[src/rtl/fib_pkg.sv]
// Shared constants and controller state encodings for the Fibonacci lab.
// Imported by the datapath, its counter and the controller-side bench.
package fib_pkg;

    localparam int unsigned FIB_WIDTH    = 16;
    localparam int unsigned FIB_CWIDTH   = 6;
    // Largest index whose Fibonacci value fits in 16 bits
    localparam int unsigned FIB_MAX_N_16 = 24;

    typedef enum logic [1:0] {
        StIdle  = 2'd0,
        StSum   = 2'd1,
        StShift = 2'd2,
        StCheck = 2'd3
    } fib_state_e;

endpackage

[src/rtl/fib_down_counter.sv]
// Loadable iteration counter for the Fibonacci datapath.
// Decrements only while non-zero, so it saturates at 0.
module fib_down_counter
    import fib_pkg::*;
#(
    parameter int unsigned CWIDTH = FIB_CWIDTH
) (
    input  logic              clock,
    input  logic              reset,
    input  logic              load_i,
    input  logic              decr_i,
    input  logic [CWIDTH-1:0] load_value_i,
    output logic [CWIDTH-1:0] count_o,
    output logic              zero_o
);

    logic [CWIDTH-1:0] count_d, count_q;

    always_comb begin
        count_d = count_q;
        if (load_i) begin
            count_d = load_value_i;
        end else if (decr_i && (count_q != '0)) begin
            count_d = count_q - CWIDTH'(1);
        end
    end

    always_ff @(posedge clock or posedge reset) begin
        if (reset) begin
            count_q <= '0;
        end else begin
            count_q <= count_d;
        end
    end

    assign count_o = count_q;
    assign zero_o  = (count_q == '0);

endmodule

[src/rtl/fib_datapath.sv]
// Strobe-driven Fibonacci datapath: operand registers A/B, sum S, counter C.
// Each register carries an overflow tag so only a wrapped A raises overflow.
module fib_datapath
    import fib_pkg::*;
#(
    parameter int unsigned WIDTH  = FIB_WIDTH,
    parameter int unsigned CWIDTH = FIB_CWIDTH
) (
    input  logic              clock,
    input  logic              reset,
    input  logic              load_regs,
    input  logic              add_regs,
    input  logic              shift_regs,
    input  logic              decr_c,
    input  logic [CWIDTH-1:0] n_in,
    output logic              zero,
    output logic [WIDTH-1:0]  result,
    output logic              overflow
);

    logic [WIDTH-1:0] a_d, a_q, b_d, b_q, s_d, s_q;
    logic             ao_d, ao_q, bo_d, bo_q, so_d, so_q;
    logic [WIDTH:0]   sum_full;
    logic [CWIDTH-1:0] c_count;

    assign sum_full = {1'b0, a_q} + {1'b0, b_q};

    // load overrides everything; add and shift both read pre-edge values
    always_comb begin
        a_d  = a_q;
        b_d  = b_q;
        s_d  = s_q;
        ao_d = ao_q;
        bo_d = bo_q;
        so_d = so_q;
        if (load_regs) begin
            a_d  = '0;
            b_d  = WIDTH'(1);
            s_d  = '0;
            ao_d = 1'b0;
            bo_d = 1'b0;
            so_d = 1'b0;
        end else begin
            if (add_regs) begin
                s_d  = sum_full[WIDTH-1:0];
                so_d = sum_full[WIDTH] | ao_q | bo_q;
            end
            if (shift_regs) begin
                a_d  = b_q;
                b_d  = s_q;
                ao_d = bo_q;
                bo_d = so_q;
            end
        end
    end

    always_ff @(posedge clock or posedge reset) begin
        if (reset) begin
            a_q  <= '0;
            b_q  <= '0;
            s_q  <= '0;
            ao_q <= 1'b0;
            bo_q <= 1'b0;
            so_q <= 1'b0;
        end else begin
            a_q  <= a_d;
            b_q  <= b_d;
            s_q  <= s_d;
            ao_q <= ao_d;
            bo_q <= bo_d;
            so_q <= so_d;
        end
    end

    fib_down_counter #(
        .CWIDTH(CWIDTH)
    ) u_counter (
        .clock        (clock),
        .reset        (reset),
        .load_i       (load_regs),
        .decr_i       (decr_c & ~load_regs),
        .load_value_i (n_in),
        .count_o      (c_count),
        .zero_o       (zero)
    );

    assign result   = a_q;
    assign overflow = ao_q;

endmodule

[config.mk]
export PLATFORM = sky130hd
export DESIGN_NAME = fib_datapath
export DESIGN_NICKNAME = d
export VERILOG_FILES = /design/src/rtl/fib_pkg.sv /design/src/rtl/fib_down_counter.sv /design/src/rtl/fib_datapath.sv
export SDC_FILE = /design/constraint.sdc
export NUM_CORES = 1
export LEC_CHECK = 0
export ABC_AREA = 0
export CAP_MARGIN = 40
export CORE_MARGIN = 2
export CORE_UTILIZATION = 64
export CTS_CLUSTER_SIZE = 8
export DETAILED_ROUTE_END_ITERATION = 10
export DONT_BUFFER_PORTS = 1
export PLACE_DENSITY_LB_ADDON = 0.2
export SLEW_MARGIN = 20
export SYNTH_ARGS = -nofsm -noshare
export SYNTH_HDL_FRONTEND = slang
export SYNTH_HIERARCHICAL = 1
export SYNTH_SLANG_ARGS = --single-unit
[constraint.sdc]
create_clock -name clock -period 2.3 [get_ports clock]
set_input_delay 0.23 -clock clock [delete_from_list [all_inputs] [get_ports clock]]
set_output_delay 0.23 -clock clock [all_outputs]
set_load 0.05 [all_outputs]
**After elaboration in Yosys (flattened, before gate mapping)**

Index checks and enable logic that the tools add are counted.

- Muxes and demuxes: 14
- Reduce and logical (&&, ||, !) cells: 6
- Add/subtract/negate cells: 2
- Bitwise gates (word level): 4

Operators with widths:

| cell | count |
|---|---|
| 16-bit two-way mux | 6 |
| 16-bit by 16-bit adder with 17-bit output | 1 |
| 6-bit two-way mux | 2 |
| 6-bit logical NOT | 1 |
| 1-bit two-way mux | 6 |
| 2-bit nonzero test | 3 |
| 6-bit nonzero test | 1 |
| 6-bit by 1-bit subtractor with 6-bit output, second input constant | 1 |
| 1-bit bitwise OR | 2 |
| 1-bit AND | 1 |
| 1-bit logical AND | 1 |
| 1-bit inverter | 1 |

- Output and inout bits: 18
- Logic and storage cells: 33
- Flip-flop bits (word level): 57

**Depth between registers and ports, before layout**

Gate-level depths: netlist (run 1).

- Depth after elaboration: 5
- Mapped depth: 7
- Mapped depth without buffers: 7

**Cells and area by module**

The synthesis (run 1) kept the hierarchy.

Modules (own cells, without submodules):

| module | seq. area each (µm²) | cells each | instances | area an instance (µm²) |
|---|---|---|---|---|
| fib_datapath | 1276.2 | 291 | 1 | 2956.6 |
| fib_down_counter | 150.1 | 49 | 1 | 426.7 |

**Worst setup path after synthesis (run 1)**

Ideal clock, no wire load.

- Path kind: register to register
- From: register a_q[0], in the netlist result[0]
- To: register s_q[10]
- Setup time: 0.122 ns
- Path slack: 0.012 ns
- Data required time: 2.178 ns
- Arrival: 2.166 ns
- Stages on the path, launching flop included: 8
- Path through: dfrtp_1 ha_1 fa_1 a21o_1 a221o_1 nand4_1 mux2i_1 nand2_1

- Cells in the longest elaborated chain, start to end: 3

RTL lines:

| element | line | source |
|---|---|---|
| start: declaration | fib_datapath.sv:21 | `logic [WIDTH-1:0] a_d, a_q, b_d, b_q, s_d, s_q;` |
| start signal: assignment | fib_datapath.sv:59 | `a_q <= '0;` |
| start signal: assignment | fib_datapath.sv:66 | `a_q <= a_d;` |
| 16-bit by 16-bit adder with 17-bit output | fib_datapath.sv:26 | `assign sum_full = {1'b0, a_q} + {1'b0, b_q};` |
| 16-bit two-way mux | fib_datapath.sv:44 | `if (add_regs) begin` |
| 16-bit two-way mux | fib_datapath.sv:36 | `if (load_regs) begin` |
| end signal: assignment | fib_datapath.sv:61 | `s_q <= '0;` |
| end signal: assignment | fib_datapath.sv:68 | `s_q <= s_d;` |
| end: declaration | fib_datapath.sv:21 |  |

Every way passes these cells. The select of a mux whose other input is x is not followed.
A chain may end at the register's enable or synchronous reset.

**Worst setup path after layout (run 1)**

Ends and elaborated chain as after synthesis.

==> results.json, run 1 <==
{
  "outcome": "complete, no violations",
  "wl_per_cell_microns": 17.2,
  "cts_tree": "done",
  "synthesis.nets": 371,
  "fp.dieArea_sq_mm": 0.00588,
  "finClkSkew_ps": 9.55,
  "worstPathArrival_ps": 2400,
  "synth.yosys.warnings": 6,
  "vias_per_cell": 6.20,
  "hpwl_microns": 4670,
  "syn_to_final_growth_pct": 11.8,
  "ys_types": 63,
  "chipHeight_microns": 76.7,
  "grt_pass1_wl_microns": 13000,
  "stdcell_count": 433,
  "drc": 0,
  "cp-startpoint": "result[0]",
  "final_cell_mix": "dfrtp_1, nor2_1, mux2i_1",
  "cp-start-kind": "flip-flop",
  "ff2ff_setup_slack_ps": 130,
  "synth.cell_area_sq_mm": 0.00338,
  "grt.overflow.total": 0,
  "path_max_fanout": 4,
  "drv_slew": 0,
  "fin_crit_sh_pct": 94.2,
  "gp_congestion": 0.855,
  "fp.coreArea_sq_mm": 0.00511,
  "fp-row-count": 26,
  "die_w_microns": 76.7,
  "path_clk_slew_ps": 70,
  "root_buffer": "clkbuf_8",
  "initial_core_util_pct": 66.2,
  "clockBufferDepth": 2,
  "ys_seq_elements": 57,
  "worstPathRequired_ps": 2530,
  "tns_ps": 0,
  "dr.pass1.iters": 4,
  "yosysTopAreaCell": "dfrtp_1",
  "p_leak_nw": 1.86,
  "rr_worst_depth": 7,
  "fin_nets": 389,
  "fmax_mhz": 462,
  "max_stage_delay_ps": 410,
  "rsz0062_at_grt": "false",
  "num_io_pins": 30,
  "grt_usage_pct": 27.9,
  "worstSkewPairLatency_ps": 350,
  "portBuffers": 0,
  "dp_cells": 412,
  "cts_sinks": 57,
  "grt_max_degree": 52,
  "hold_violations": 0,
  "antenna_found_initial": 0,
  "vias": 2685,
  "layout_commonest_cell": "dfrtp_1",
  "synth_edf_count": 0,
  "timing_worst_setup_path_type": "reg2reg",
  "htreeDepth": 3,
  "min_period_ps": 2170,
  "ant_nets": 0,
  "worst_pin_slew_ps": 654,
  "setup-violations-final": 0,
  "diodes": 0,
  "crit_slowest_cell": "fa_1",
  "reg2reg_from": "result[0]",
  "peakVddDrop_mv": 0.484,
  "drtIter0Drc": 205,
  "synth_top_area_share_pct": 42.2,
  "avgSynthCellArea_sq_um": 9.95,
  "finish.utilization_pct": 74.1,
  "ys.flop_type": "dfrtp_1",
  "ys_top_cells_by_area": "dfrtp_1, mux2i_1, ha_1",
  "fillers": 392,
  "syn_inst": 340,
  "crit_path_cell_trace": "ha_1 > fa_1 > a21o_1 > a221o_1 > nand4_1 > mux2i_1 > nand2_1",
  "synthArstFlopShare_pct": 100,
  "hp-class": "in2reg",
  "seq_area_frac_synth_pct": 42.2,
  "maxCapViolCount": 0,
  "slew_headroom_pct": 56.4,
  "routed_wl_microns": 7450,
  "end_kind": "flip-flop",
  "crit_end": "s_q[10]",
  "grt_pass1_vias": 2737,
  "cts_inserted_buffers": 9,
  "r2r-end": "s_q[10]",
  "drive_gt1_share_pct": 14.0,
  "power-per-cell-area_mw_per_mm2": 555
}
## power by group
part / internal (mW) / switching, mW
Clock: 0.505 / 0.392
Combinational: 0.0671 / 0.0900
Sequential: 1.02 / 0.0204
Total: 1.60 / 0.502
## stage by stage
| stage | hold WS, ps | cell area [sq um] | setup WS [ps] | total power [mW] |
|---|---|---|---|---|
| finish | 11.1 | 3780 | 134 | 2.10 |
| global route | 2.13 | 3780 | 3.32 | 2.18 |
| CTS | 0.745 | 3780 | 142 | 2.11 |
| detailed placement | 57.2 | 3530 | 172 | 1.20 |
| global placement | 57.9 | 3530 | 220 | 1.19 |
| floorplan | 21.0 | 3380 | 12.2 | 1.20 |
## per-layer routing
layer | routed length [microns] | up-vias | GRT usage, %
met5 | 0 | - | 0
met4 | 172 | 0 | 13.8
met3 | 335 | 15 | 6.47
met2 | 3660 | 62 | 43.7
met1 | 3290 | 1336 | 36.6
li1 | - | 1272 | -
## cell usage after synthesis (4+ instances only)
library cell	count
nand4_1	5
nand3_1	4
buf_2	4
o311ai_1	4
clkbuf_1	7
a21o_1	4
o21ai_0	4
nor3b_1	7
ha_1	18
mux2i_1	43
nor2_1	53
dfrtp_1	57
nand2_1	19
nand3b_1	5
inv_1	11
a21oi_1	21
xnor2_1	4
## critical path, delay by kind of cell, from the launching register on
kind | cells | cell delay [ps]
compound gates | 2 | 580
mux | 1 | 240
flops | 1 | 380
fa+ha+maj | 2 | 650
simple gates | 2 | 220
## worst min path at each step
stage | startpoint | slack, ps | depth (start not counted) | to
after detailed placement | reset | 60 | 1 | u_counter/count_o[4]
after global placement | reset | 60 | 1 | u_counter/count_o[3]
after CTS | load_regs | 0.7 | 1 | s_q[14]
final | n_in[5] | 10 | 2 | u_counter/count_o[5]
after floorplan | reset | 20 | 1 | u_counter/count_o[0]
after global routing | n_in[5] | 2 | 2 | u_counter/count_o[5]
## flip-flops by register name (all words and copies together) (netlist names)
register and flops:
b_q 16, result 16, s_q 16, u_counter/count_o 6, bo_q 1, overflow 1
so_q 1
## area by class of cell
class,count,area (sq um),area share [%]
clock buffer,14,183,4.83
clock inverter,2,10.0,0.265
multi-input combinational,255,1830,48.4
timing repair buffer,24,203,5.36
inverter,11,41.3,1.09
tap,70,87.6,2.32
sequential,57,1430,37.7
## kinds of logic (layout without fill, tap and decap cells)
logic type | count (synthesis) | after routing | share of synthesized area (%)
simple gates | 121 | 121 | 18.5
compound gates | 66 | 66 | 14.1
flops | 57 | 57 | 42.2
mux | 43 | 43 | 12.7
buf+inv | 28 | 51 | 3.70
fa+ha+maj | 19 | 19 | 7.25
xor+xnor | 6 | 6 | 1.55
## timing repair
action                     4_1_cts  5_1_grt
resized for setup                0        0
setup endpoints to repair        0        1
hold buffers                     5        0
buffers inserted                 0        0
hold endpoints to repair       104        0
No activity file was read; power rests on OpenSTA's default activity.
==> inputs of run 2 (changes only) <==
Settings changed: CORE_UTILIZATION 64 to 68.
Clock period 2.3 ns to 2.6 ns, I/O delays scaled along.
==> run 2 against run 1 <==
  * Hold slack better by 6.4 ps
  * Via count fell by 3.8%
  * Routed wire length shrank 7.4%
  * Combinational power decreased by 14%
  * Final area shrank 2.3%
  * Global-route usage decreased by 0.47 points
  * Critical endpoint unchanged
  * Largest cell class unchanged
==> results.json, run 2 (synthesized netlist as in run 1, its figures left out) <==
{
  "multi_input_area_sq_mm": 0.00183,
  "drtIter0Drc": 221,
  "htreeDepth": 3,
  "hpwl_microns": 4630,
  "grt_pass1_vias": 2510,
  "fp.dieArea_sq_mm": 0.00556,
  "grt_max_degree": 42,
  "dpl_cell_area_sq_mm": 0.00350,
  "gp_congestion": 0.874,
  "path_clk_slew_ps": 60,
  "reg2reg_from": "result[0]",
  "drc": 0,
  "worst_pin_slew_ps": 559,
  "worstPathRequired_ps": 2810,
  "portBuffers": 0,
  "slew_headroom_pct": 62.7,
  "num_io_pins": 30,
  "grt_pass1_wl_microns": 11500,
  "worstHoldEndpoint": "s_q[7]",
  "routed_wl_microns": 6900,
  "cts_setup_buffers": 0,
  "layout_commonest_cell": "dfrtp_1",
  "fmax_mhz": 458,
  "cts_hold_buf": 2,
  "antenna_found_initial": 0,
  "cp-start-kind": "flip-flop",
  "tns_ps": 0,
  "stdcell_area_sq_mm": 0.00369,
  "fp-row-count": 25,
  "cts-resized-gates": 0,
  "final_cell_mix": "dfrtp_1, nor2_1, mux2i_1",
  "timing_worst_setup_path_type": "reg2reg",
  "crit_slowest_cell": "fa_1",
  "regArea_sq_mm": 0.00143,
  "dp_cells": 404,
  "root_buffer": "clkbuf_8",
  "cts_sinks": 57,
  "cts_inserted_buffers": 9,
  "min_path_cells": 1,
  "path_max_fanout": 4,
  "end_kind": "flip-flop",
  "grt_usage_pct": 27.4,
  "syn_to_final_growth_pct": 9.17,
  "crit_path_cell_trace": "ha_1 > fa_1 > a21o_1 > a221o_1 > nand4_1 > mux2i_1 > nand2_1",
  "hp-start": "add_regs",
  "fillers": 358,
  "drive_gt1_share_pct": 11.9,
  "hp-class": "in2reg",
  "peakVddDrop_mv": 0.400,
  "rsz0062_at_grt": "false",
  "outcome": "complete, no violations",
  "initial_core_util_pct": 71.2,
  "fin_nets": 381,
  "rr_worst_depth": 7,
  "vias_per_cell": 6.15,
  "power-per-cell-area_mw_per_mm2": 479,
  "worstPathArrival_ps": 2390,
  "dr.pass1.iters": 4,
  "chipHeight_microns": 74.5,
  "ant_nets": 0,
  "p_leak_nw": 1.81,
  "diodes": 0,
  "hold_violations": 0,
  "r2r-end": "s_q[10]",
  "drv_slew": 0,
  "setup-violations-final": 0,
  "min_period_ps": 2180,
  "wl_per_cell_microns": 16.4,
  "maxCapViolCount": 0,
  "ff2ff_setup_slack_ps": 420,
  "fin_crit_sh_pct": 83.9,
  "fp.coreArea_sq_mm": 0.00475,
  "max_stage_delay_ps": 410,
  "cts_tree": "done",
  "die_w_microns": 74.5,
  "vias": 2584,
  "finClkSkew_ps": 6.70,
  "clockBufferDepth": 2,
  "worstSkewPairLatency_ps": 330,
  "finish.utilization_pct": 77.7,
  "stdcell_count": 420,
  "grt.overflow.total": 0
}
[run 2: changes by cell type in the layout (fill, tap and decap cells not counted), sizes merged]
cell and delta:
dlygate4sd3 -3, buf -5, clkinv -2
[run 2: worst max path at each step]
stage                         start       to  depth (start not counted)
after floorplan           result[0]  s_q[10]                          7
after global placement    result[0]  s_q[10]                          7
after detailed placement  result[0]  s_q[10]                          7
after CTS                 result[0]  s_q[10]                          7
after global routing      result[0]  s_q[10]                          7
final                     result[0]  s_q[10]                          7
[run 2: through the flow]
| step | setup WS [ps] | hold slack [ps] | total power [mW] |
|---|---|---|---|
| 5_1_grt | 339 | 9.39 | 1.84 |
| 4_1_cts | 459 | 7.02 | 1.78 |
| 6_report | 418 | 17.5 | 1.77 |
| 3_3_place_gp | 535 | 85.6 | 1.05 |
| 3_5_place_dp | 471 | 88.7 | 1.06 |
| 2_1_floorplan | 312 | 51.0 | 1.06 |
[run 2: routing by layer]
| layer | up-vias | GRT usage [%] | share of wire, % |
|---|---|---|---|
| met4 | 0 | 9.52 | 1.4 |
| met1 | 1250 | 34.9 | 44 |
| li1 | 1248 | - | - |
| met3 | 10 | 7.05 | 4.8 |
| met2 | 76 | 45.6 | 49 |
| met5 | - | 0 | 0 |
[run 2: final cells by class]
type / instances / share of cell area (%)
clock buffers: 14 / 4.40
inverters: 11 / 1.12
multi-input cells: 255 / 49.6
flip-flops and latches: 57 / 38.6
well taps: 67 / 2.27
repair buffers: 16 / 4.00
[run 2: critical path: cells and delay by family, from the launching register on]
| family | cells | cell delay [ps] |
|---|---|---|
| fa+ha+maj | 2 | 650 |
| compound gates | 2 | 600 |
| flops | 1 | 390 |
| simple gates | 2 | 220 |
| mux | 1 | 220 |
[run 2: report_power, final]
group | total [mW] | switching [mW] | internal [mW] | leakage, nW
registers | 0.923 | 0.0177 | 0.906 | 0.775
clock network | 0.711 | 0.323 | 0.389 | 0.0826
logic | 0.135 | 0.0763 | 0.0586 | 0.952
==> inputs of run 3 (changes only) <==
Settings changed: CORE_UTILIZATION 68 to 64.
Clock period 2.6 ns to 2.2 ns, I/O delays scaled along.
==> run 3 against run 2 <==
  * Sequential share of layout area is 1.7 points lower
  * Power up 40%
  * Sequential power grew 18%
  * Register-to-register slack got worse by 350 ps
  * Critical path type unchanged
==> results.json, run 3 (synthesized netlist as in run 1, its figures left out) <==
{
  "power-per-cell-area_mw_per_mm2": 638,
  "fp.coreArea_sq_mm": 0.00511,
  "dpl_cell_area_sq_mm": 0.00354,
  "outcome": "complete, no violations",
  "routed_wl_microns": 7450,
  "path_max_fanout": 4,
  "ant_nets": 0,
  "hp-start": "load_regs",
  "clockBufferDepth": 2,
  "power.internal_mw": 1.92,
  "hpwl_microns": 4780,
  "peakVddDrop_mv": 0.410,
  "chipHeight_microns": 76.7,
  "hold_violations": 0,
  "drc": 0,
  "fp-row-count": 26,
  "worstSkewPairLatency_ps": 350,
  "worstPathArrival_ps": 2370,
  "antenna_found_initial": 0,
  "setup-violations-final": 0,
  "p_leak_nw": 1.88,
  "stdcell_count": 433,
  "fin_nets": 389,
  "timing_worst_setup_path_type": "reg2reg",
  "portBuffers": 0,
  "stdcell_area_sq_mm": 0.00387,
  "cts_setup_buffers": 0,
  "min_period_ps": 2130,
  "dr.pass1.iters": 6,
  "tns_ps": 0,
  "drive_gt1_share_pct": 15.2,
  "grt_pass1_wl_microns": 12800,
  "vias": 2659,
  "num_io_pins": 30,
  "end_kind": "flip-flop",
  "p_seq_share_pct": 44.2,
  "grt_max_degree": 48,
  "cts_inserted_buffers": 9,
  "cp-start-kind": "flip-flop",
  "wl_per_cell_microns": 17.2,
  "initial_core_util_pct": 66.2,
  "cp_top_family": "compound AO/OA/AOI/OAI gates",
  "cts_sinks": 57,
  "max_stage_delay_ps": 400,
  "p_sw_share_pct": 22.0,
  "maxCapViolCount": 0,
  "die_w_microns": 76.7,
  "diodes": 0,
  "worst_pin_slew_ps": 507,
  "vias_per_cell": 6.14,
  "drtIter0Drc": 262,
  "final_cell_mix": "dfrtp_1, nor2_1, mux2i_1",
  "fmax_mhz": 469,
  "grt.overflow.total": 0,
  "grt_usage_pct": 27.6,
  "dp_cells": 412,
  "drv_slew": 0,
  "path_clk_slew_ps": 70,
  "root_buffer": "clkbuf_8",
  "p_switching_mw": 0.544,
  "crit_slowest_cell": "dfrtp_2",
  "grt_pass1_vias": 2765,
  "cp-startpoint": "result[0]",
  "slew_headroom_pct": 66.2,
  "cp.buffers_inverters": 0,
  "combPwrFrac_pct": 6.8,
  "worstPathRequired_ps": 2430,
  "fin_crit_sh_pct": 97.0,
  "syn_to_final_growth_pct": 14.4,
  "htreeDepth": 3,
  "crit_path_cell_trace": "ha_2 > fa_2 > a21o_4 > a221o_1 > nand4_1 > mux2i_1 > nand2_1",
  "reg2reg_from": "result[0]",
  "layout_commonest_cell": "dfrtp_1",
  "fp.dieArea_sq_mm": 0.00588,
  "clkPwrFrac_pct": 49.0,
  "rsz0062_at_grt": "false",
  "finClkSkew_ps": 6.20,
  "hp-class": "in2reg",
  "gp_congestion": 0.847,
  "cts_tree": "done"
}
==> run 3: power groups by stage <==
stage	combinational, mW	clock, mW	sequential, mW
2_1_floorplan	0.145	0	1.11
3_3_place_gp	0.139	0	1.11
3_5_place_dp	0.144	0	1.11
4_1_cts	0.169	1.23	1.09
5_1_grt	0.187	1.26	1.09
6_report	0.168	1.21	1.09
==> run 3: cell type report <==
| cell class | instances | area [sq um] |
|---|---|---|
| clock buffer | 11 | 141 |
| clock inverter | 5 | 103 |
| fill | 363 | 1240 |
| inverter | 11 | 41.3 |
| multi-input combinational | 255 | 1860 |
| sequential | 57 | 1430 |
| tap | 70 | 87.6 |
| timing repair buffer | 24 | 215 |
==> run 3: worst paths after layout <==
path                       slack [ps]  cells past startpoint                    to
hold reg to reg                   500                      2               s_q[11]
hold / removal                     20                      1               s_q[13]
min in group asynchronous         280                      2  u_counter/count_o[3]
setup reg to reg                   70                      7               s_q[10]
setup / recovery                   70                      7               s_q[10]
max in group asynchronous        1320                      3                s_q[2]
==> run 3: worst register-to-register path, cell delays in order, from the launching register on <==
cell,delay [ps]
dfrtp_2,400
ha_2,210
fa_2,370
a21o_4,240
a221o_1,380
nand4_1,150
mux2i_1,210
nand2_1,70
==> run 3: stage by stage <==
| stage | util, % | setup WS [ps] | power, mW | hold WS, ps |
|---|---|---|---|---|
| final | 75.8 | 67.1 | 2.47 | 16.3 |
| after global routing | 75.8 | 29.0 | 2.55 | 12.5 |
| after CTS | 75.3 | 25.8 | 2.49 | 3.00 |
| after detailed placement | 69.4 | 29.7 | 1.25 | 53.2 |
| after global placement | 69.4 | 93.4 | 1.25 | 48.3 |
| after floorplan | - | 13.9 | 1.26 | 11.0 |
==> run 3: routing by layer <==
metal / wire, microns / vias to the layer above / global-route usage (%)
met5: 0 / - / 0
met4: 159 / 0 / 14.2
met3: 350 / 14 / 5.29
met2: 3650 / 61 / 46.1
met1: 3290 / 1322 / 34.1
li1: - / 1262 / -
==> run 3: what timing repair did <==
| item | CTS | global route |
|---|---|---|
| hold buffers | 5 | 0 |
| pin swaps | 1 | 1 |
| endpoints found under the hold margin | 72 | 0 |
| gates resized for setup | 0 | 4 |
| setup endpoints to repair | 1 | 5 |
